File: config.mk
export PLATFORM = sky130hd
export DESIGN_NAME = tdm_demux_flat
export DESIGN_NICKNAME = d
export VERILOG_FILES = /design/src/rtl/tdm_demux_if.sv /design/src/rtl/tdm_demux.sv /design/src/flat_wrapper.sv
export SDC_FILE = /design/constraint.sdc
export NUM_CORES = 1
export LEC_CHECK = 0
export BUFFER_PORTS_ARGS = -buffer_cell sky130_fd_sc_hd__buf_2
export CAP_MARGIN = 20
export CORE_AREA = 2 2 42 44
export DETAILED_ROUTE_END_ITERATION = 8
export DIE_AREA = 0 0 44 46
export SLEW_MARGIN = 0
export SYNTH_ARGS = -nofsm -noshare
export SYNTH_HDL_FRONTEND = slang
export SYNTH_SLANG_ARGS = --single-unit
export TNS_END_PERCENT = 5
File: constraint.sdc
create_clock -name c -period 2.7 [get_ports c]
set_input_delay 0.135 -clock c [delete_from_list [all_inputs] [get_ports c]]
set_output_delay 0.135 -clock c [all_outputs]
set_load 0.05 [all_outputs]
File: src/rtl/tdm_demux_if.sv
// tdm_demux_if: serial TDM line in, one parallel frame of channel values out.
interface tdm_demux_if #(
    parameter int N_CH = 4,
    parameter int W    = 1,
    parameter int CW   = 2
);
    logic [W-1:0]      din;
    logic              din_vld;
    logic              sync;
    logic [N_CH*W-1:0] dout;
    logic              frame_vld;
    logic [CW-1:0]     ch_sel;
    logic              locked;
    logic              err;
    modport master(output din, din_vld, sync, input dout, frame_vld, ch_sel, locked, err);
    modport slave(input din, din_vld, sync, output dout, frame_vld, ch_sel, locked, err);
endinterface

File: src/rtl/tdm_demux.sv
// tdm_demux: aligns on the slot-0 sync flag, collects one frame of slots, publishes it whole.
module tdm_demux #(
    parameter int N_CH = 4,
    parameter int W    = 1,
    parameter int CW   = 2
) (
    input logic        c,
    input logic        rst_n,
    tdm_demux_if.slave t
);
    typedef enum logic {HUNT, LOCK} state_t;
    state_t                  state, state_nx;
    logic [CW-1:0]           ch_sel, ch_nx;
    logic [(N_CH-1)*W-1:0]   shadow, shadow_nx;
    logic [N_CH*W-1:0]       dout, dout_nx;
    logic                    fv_nx, err_nx;
    logic                    frame_vld, locked, err;
    always_ff @(posedge c or negedge rst_n) begin
        if (!rst_n) begin
            state     <= HUNT;
            ch_sel    <= '0;
            shadow    <= '0;
            dout      <= '0;
            frame_vld <= 1'b0;
            err       <= 1'b0;
            locked    <= 1'b0;
        end else begin
            state     <= state_nx;
            ch_sel    <= ch_nx;
            shadow    <= shadow_nx;
            dout      <= dout_nx;
            frame_vld <= fv_nx;
            err       <= err_nx;
            locked    <= (state_nx == LOCK);
        end
    end
    always_comb begin
        state_nx  = state;
        ch_nx     = ch_sel;
        shadow_nx = shadow;
        dout_nx   = dout;
        fv_nx     = 1'b0;
        err_nx    = 1'b0;
        if (t.din_vld) begin
            if (t.sync) begin
                // any sync restarts the frame; off slot 0 it also flags a short frame
                if (state == LOCK && ch_sel != '0) err_nx = 1'b1;
                shadow_nx[W-1:0] = t.din;
                ch_nx            = CW'(1);
                state_nx         = LOCK;
            end else if (state == LOCK) begin
                if (ch_sel == '0) begin
                    err_nx   = 1'b1;
                    state_nx = HUNT;
                end else if (ch_sel == CW'(N_CH-1)) begin
                    dout_nx = {t.din, shadow};
                    fv_nx   = 1'b1;
                    ch_nx   = '0;
                end else begin
                    for (int k = 1; k < N_CH-1; k++)
                        if (ch_sel == CW'(k)) shadow_nx[k*W +: W] = t.din;
                    ch_nx = ch_sel + CW'(1);
                end
            end
        end
    end
    assign t.dout      = dout;
    assign t.frame_vld = frame_vld;
    assign t.ch_sel    = ch_sel;
    assign t.locked    = locked;
    assign t.err       = err;
endmodule

File: src/flat_wrapper.sv
// flat-port wrapper written by rule: the top's interface ports become plain ports
module tdm_demux_flat 
#(
    parameter int N_CH = 4,
    parameter int W    = 1,
    parameter int CW   = 2
)
  (c, rst_n, t_din, t_din_vld, t_sync, t_dout, t_frame_vld, t_ch_sel, t_locked, t_err);
  tdm_demux_if #(.N_CH(N_CH), .W(W), .CW(CW)) t_i ();
  input logic c;
  input logic rst_n;
  input wire logic [$bits(t_i.din)-1:0] t_din;
  input wire logic [$bits(t_i.din_vld)-1:0] t_din_vld;
  input wire logic [$bits(t_i.sync)-1:0] t_sync;
  output wire logic [$bits(t_i.dout)-1:0] t_dout;
  output wire logic [$bits(t_i.frame_vld)-1:0] t_frame_vld;
  output wire logic [$bits(t_i.ch_sel)-1:0] t_ch_sel;
  output wire logic [$bits(t_i.locked)-1:0] t_locked;
  output wire logic [$bits(t_i.err)-1:0] t_err;
  assign t_i.din = t_din;
  assign t_i.din_vld = t_din_vld;
  assign t_i.sync = t_sync;
  assign t_dout = t_i.dout;
  assign t_frame_vld = t_i.frame_vld;
  assign t_ch_sel = t_i.ch_sel;
  assign t_locked = t_i.locked;
  assign t_err = t_i.err;
  tdm_demux #(.N_CH(N_CH), .W(W), .CW(CW)) u_core (.c(c), .rst_n(rst_n), .t(t_i));
endmodule
==> results of run 1 <==
-- logic make-up (layout without fill, tap and decap cells) --
logic type,count (synthesis),in the layout
fa+ha+maj,5,5
flops,12,12
simple gates,15,15
mux,8,8
compound gates,4,4
buf+inv,3,21
-- sequential cells by signal, indices dropped and copies added (netlist names) --
signal and cells:
u_core.t.frame_vld 1, u_core.t.err 1, u_core.state 1, u_core.t.dout 4
u_core.shadow 3, u_core.t.ch_sel 2
-- worst reg2reg max path, cell delays in order, from the launching register on --
cell and delay [ns]:
dfrtp_1 0.41, inv_1 0.11, ha_1 0.27, nor4b_4 0.41
mux2_2 0.38
-- where the power goes --
group / switching (mW) / internal (mW)
Combinational: 0.294 / 0.137
Clock: 0.0590 / 0.0818
Sequential: 0.0451 / 0.246
Total: 0.398 / 0.465
-- cells in the mapped netlist --
cell type / number
nand2b_1: 1
nor4b_4: 1
nor2_1: 2
nand2_1: 7
a211oi_1: 1
nor4b_1: 1
o22ai_1: 1
ha_1: 5
and4b_2: 1
o21ai_0: 2
mux2_2: 8
dfrtp_1: 12
inv_1: 3
nor3b_1: 1
nand2_2: 1
-- repair_timing --
item | in CTS | in global routing
hold buffers | 1 | 0
hold endpoints to repair | 12 | 0
buffers inserted | 0 | 0
resized for setup | 0 | 0
-- layout make-up --
| class | count | share of cell area |
|---|---|---|
| clock buffers | 4 | 0.0505 |
| inverters | 3 | 0.0157 |
| multi-input cells | 32 | 0.382 |
| flip-flops and latches | 12 | 0.418 |
| well taps | 17 | 0.0296 |
| repair buffers | 14 | 0.105 |
-- layer usage --
| layer | up-vias | GRT usage | wire length, um |
|---|---|---|---|
| met3 | 2 | 0.0357 | 27 |
| met5 | - | 0 | 0 |
| met4 | 0 | 0.0727 | 18 |
| met1 | 204 | 0.132 | 446 |
| li1 | 199 | - | - |
| met2 | 6 | 0.182 | 465 |
-- path summary, 6_finish.rpt --
kind / startpoint / slack [ns] / to / cells past startpoint
max: u_core.t.ch_sel[0] / 1.01 / u_core.t.dout[0] / 4
min: t_din / 0.15 / u_core.shadow[2] / 2
max reg2reg: u_core.t.ch_sel[0] / 1.01 / u_core.t.dout[0] / 4
min reg2reg: u_core.t.dout[1] / 0.50 / u_core.t.dout[1] / 1
max in group asynchronous: rst_n / 2.23 / u_core.t.dout[0] / 2
min in group asynchronous: rst_n / 0.26 / u_core.t.err / 2
==> metrics.txt, run 1 <==
GPL Wtd Cong 0.653; clk_lat worst skew 0.26 ns; Total Power 0.863 mW; Detail Placement HPWL 747 um; CTS Sinks 12; Worst setup SP type flop; Mapped Cells 47; outcome finished, final reports clean; Final Setup Violations 0; Worst-Margin Slew 0.352 ns; sequential area share after synthesis 0.513; Mean Syn Cell Area 12.5 um^2; CP delay by family, top flip-flops; clock buffer count from CTS 3; Core Util, Final 0.445; post-synthesis mux area share 0.154; setup ws final 1.01 ns; DR iter-0 viols 9; min-delay worst type in2reg; setup TNS 0 ns; Via-to-Cell Ratio 5.01; Post-route DRC 0; period utilization 0.625; Die X 44 um; Post-Layout Cell Count 82; most common cell after layout, fill and taps aside buf_2; post-synth cell types 15; ANT nets after route 0; first-pass GRT wire length 1640 um; final WL 956 um; Area Growth Syn to Fin 22.6%; Yosys top cell area share 0.513; Die Area 2020 um^2; clk buf depth 2; clock slew at the register clock pins of the worst setup and hold paths 0.08 ns; # nets final 76; initial core utilization 0.363; Post-Synth XOR/XNOR Area 0; DRT Pass-1 Iters 6; worst rel slew slack 0.765; Storage cell area 300 um^2; final instance area 718 um^2; H-Tree Depth 1; syn_nets 57; maximum VDD drop 0.000403 V; Syn. warnings 0; synth top area cells dfrtp_1 51%, mux2_2 15%, ha_1 11%; pin count of the biggest net entering global routing 13; WHS 0.147 ns; Max Clock Skew 0.000853 ns; max-cap violation count 0; GR Overflow Total 0; Hold Vio Cnt, Final 0; drt wl/cell 11.7 um; initial antenna violation count 0; Vias 411; f_max 592 MHz; worst path cell trace inv_1 > ha_1 > nor4b_4 > mux2_2; post-synthesis adder-cell area fraction 0.107; buffers and inverters on the worst path 1; Worst path slowest cell dfrtp_1; Area after DPL 672 um^2; Synth Area in Simple Gates 0.167; ratio of cells with drive above 1 in the final layout 0.431; FP Rows 15; Total GRT Usage 0.114; DP Worst Slack 0.985 ns; P_leak 0.363 nW; Slew Viols, Final 0; Final Critical Period 1.69 ns; most frequent cells in the layout 13 x buf_2, 12 x dfrtp_1, 8 x mux2_2; Ant. Diodes 0; synthesized cell area 586 um^2; Crit Path Max Fanout 5; Worst EP arrival 1.84 ns; I/O pins 14; pwr dens 1200 nW/um^2; CTS Root Cell clkbuf_4; Worst setup EP type flop; Multi-input gate area 274 um^2; CORE AREA 1610 um^2; # port buffers 13; die height 46 um; Req. time, crit path 2.85 ns; area leader, netlist dfrtp_1; Compound-Gate Fraction of Synth Area 0.0406; post-placement cell count 77; CP Class reg2reg; RSZ-0062 raised after global routing false; largest family of logic cells by synthesized area simple AND/OR/NAND/NOR gates; CP peak stage delay 0.41 ns; #FFs+latches synth 12; CTS tree done; Fillers 159; vias in the first global route 389
No activity file was read; power rests on OpenSTA's default activity.
==> run 2, diff against run 1 <==
Clock period 2.7 ns to 1.77 ns, I/O delays scaled along.
==> run 2 against run 1 <==
Register-to-register slack got worse by 0.89 ns. Combinational power rose by 53%. Worst setup slack got worse by 0.89 ns. Largest cell class unchanged.
==> metrics.txt, run 2 (synthesized netlist as in run 1, its figures left out) <==
outcome finished, final reports clean (unchanged); CTS tree done (unchanged); die height 46 um (unchanged); CP Class reg2reg (unchanged); worst rel slew slack 0.765 (about the same); I/O pins 14 (unchanged); Core Util, Final 0.447 (was 0.445); GR Overflow Total 0 (unchanged); CP peak stage delay 0.41 ns (about the same); drt wl/cell 11.9 um (was 11.7 um); P_leak 0.361 nW (was 0.363 nW); Ant. Diodes 0 (unchanged); clock buffer count from CTS 3 (unchanged); worst path cell trace inv_1 > ha_1 > nor4b_4 > mux2_2 (unchanged); pwr dens 1840 nW/um^2 (was 1200 nW/um^2); clk buf depth 2 (unchanged); Req. time, crit path 1.93 ns (was 2.85 ns); max reg flops 4 (unchanged); Vias 400 (was 411); f_max 607 MHz (was 592 MHz); DRT Pass-1 Iters 6 (unchanged); Area Growth Syn to Fin 23.1% (was 22.6%); Switch Pwr 0.611 mW (was 0.398 mW); final WL 973 um (was 956 um); Detail Placement HPWL 696 um (was 747 um); clk_lat worst skew 0.27 ns (was 0.26 ns); Post-route DRC 0 (unchanged); ANT nets after route 0 (unchanged); Hold Vio Cnt, Final 0 (unchanged); most frequent cells in the layout 13 x buf_2, 10 x dfrtp_1, 8 x mux2_2 (was 13 x buf_2, 12 x dfrtp_1, 8 x mux2_2); Regs by FF count u_core.t.dout: 4 flops, u_core.shadow: 3 flops, u_core.t.ch_sel: 2 flops (unchanged); setup TNS 0 ns (unchanged); period utilization 0.931 (was 0.625); most common cell after layout, fill and taps aside buf_2 (unchanged); CTS Sinks 12 (unchanged); GPL Wtd Cong 0.662 (was 0.653); buffers and inverters on the worst path 1 (unchanged); Crit Path Max Fanout 5 (unchanged); WHS 0.0853 ns (was 0.147 ns); largest register by flop count u_core.t.dout (unchanged); min-delay worst type in2reg (unchanged); Seq pwr share 0.339 (was 0.337); # port buffers 13 (unchanged); Die Area 2020 um^2 (unchanged); switching share of total power 0.461 (about the same); power share of the clock group 0.163 (about the same); maximum VDD drop 0.000739 V (was 0.000403 V); Worst setup EP type flop (unchanged); Total GRT Usage 0.110 (was 0.114); clock slew at the register clock pins of the worst setup and hold paths 0.07 ns (was 0.08 ns); Final Setup Violations 0 (unchanged); first-pass GRT wire length 1490 um (was 1640 um); CTS Root Cell clkbuf_4 (unchanged); Worst EP arrival 1.81 ns (was 1.84 ns); Via-to-Cell Ratio 4.88 (was 5.01); RSZ-0062 raised after global routing false (unchanged); DR iter-0 viols 6 (was 9); internal cell power 0.714 mW (was 0.465 mW); pin count of the biggest net entering global routing 13 (unchanged); max-cap violation count 0 (unchanged); CP delay by family, top simple AND/OR/NAND/NOR gates (was flip-flops); Slew Viols, Final 0 (unchanged); combinational power share 0.498 (was 0.500); Worst setup SP type flop (unchanged); Final Critical Period 1.65 ns (was 1.69 ns); FP Rows 15 (unchanged); Worst path slowest cell nor4b_4 (was dfrtp_1); vias in the first global route 335 (was 389); ratio of cells with drive above 1 in the final layout 0.462 (was 0.431); # nets final 76 (unchanged); initial core utilization 0.363 (unchanged); initial antenna violation count 0 (unchanged); CORE AREA 1610 um^2 (unchanged); Max Clock Skew 0.00323 ns (was 0.000853 ns); Worst-Margin Slew 0.350 ns (was 0.352 ns); H-Tree Depth 1 (unchanged); Die X 44 um (unchanged)
## run 2: repair_timing
item | 4_1_cts | 5_1_grt
buffers inserted | 0 | 0
hold buffers | 1 | 0
setup endpoints to repair | 0 | 0
endpoints found under the hold margin | 12 | 0
gates resized for setup | 0 | 0
## run 2: power groups by stage
| stage | logic, mW | clock network [mW] | registers (mW) |
|---|---|---|---|
| final | 0.660 | 0.216 | 0.449 |
| after global routing | 0.707 | 0.239 | 0.458 |
| after CTS | 0.667 | 0.227 | 0.448 |
| after detailed placement | 0.660 | 0 | 0.454 |
| after global placement | 0.669 | 0 | 0.456 |
| after floorplan | 0.246 | 0 | 0.722 |
## run 2: through the flow
stage / std cells / power [mW] / worst slack (ns) / instance area [um^2]
floorplan: 47 / 0.969 / 0.000856 / 588
global placement: 77 / 1.12 / 0.157 / 674
detailed placement: 77 / 1.11 / 0.118 / 674
CTS: 82 / 1.34 / 0.113 / 721
global route: 82 / 1.40 / 0.0408 / 721
finish: 82 / 1.33 / 0.122 / 721
## run 2: area by class of cell
cell class,count,area [um^2]
Sequential cell,12,303
Fill cell,151,893
Tap cell,17,21.3
Timing Repair Buffer,14,75.1
Clock buffer,4,36.3
Multi-Input combinational cell,32,274
Inverter,3,11.3
## run 2: path summary, 6_finish.rpt
| path | cells past startpoint | slack [ns] | start | endpoint |
|---|---|---|---|---|
| worst min-delay path | 2 | 0.09 | t_din | u_core.t.dout[3] |
| worst max-delay path | 4 | 0.12 | u_core.t.ch_sel[0] | u_core.t.dout[0] |
| worst min register to register | 1 | 0.50 | u_core.t.dout[1] | u_core.t.dout[1] |
| worst max register to register | 4 | 0.12 | u_core.t.ch_sel[0] | u_core.t.dout[0] |
| max in group asynchronous | 2 | 1.32 | rst_n | u_core.t.ch_sel[1] |
| min in group asynchronous | 2 | 0.21 | rst_n | u_core.shadow[1] |
## run 2: layer usage
layer	GRT usage	share of wire
met1	0.127	0.47
met3	0.0476	0.045
met4	0.0909	0.0062
met5	0	0
met2	0.156	0.47
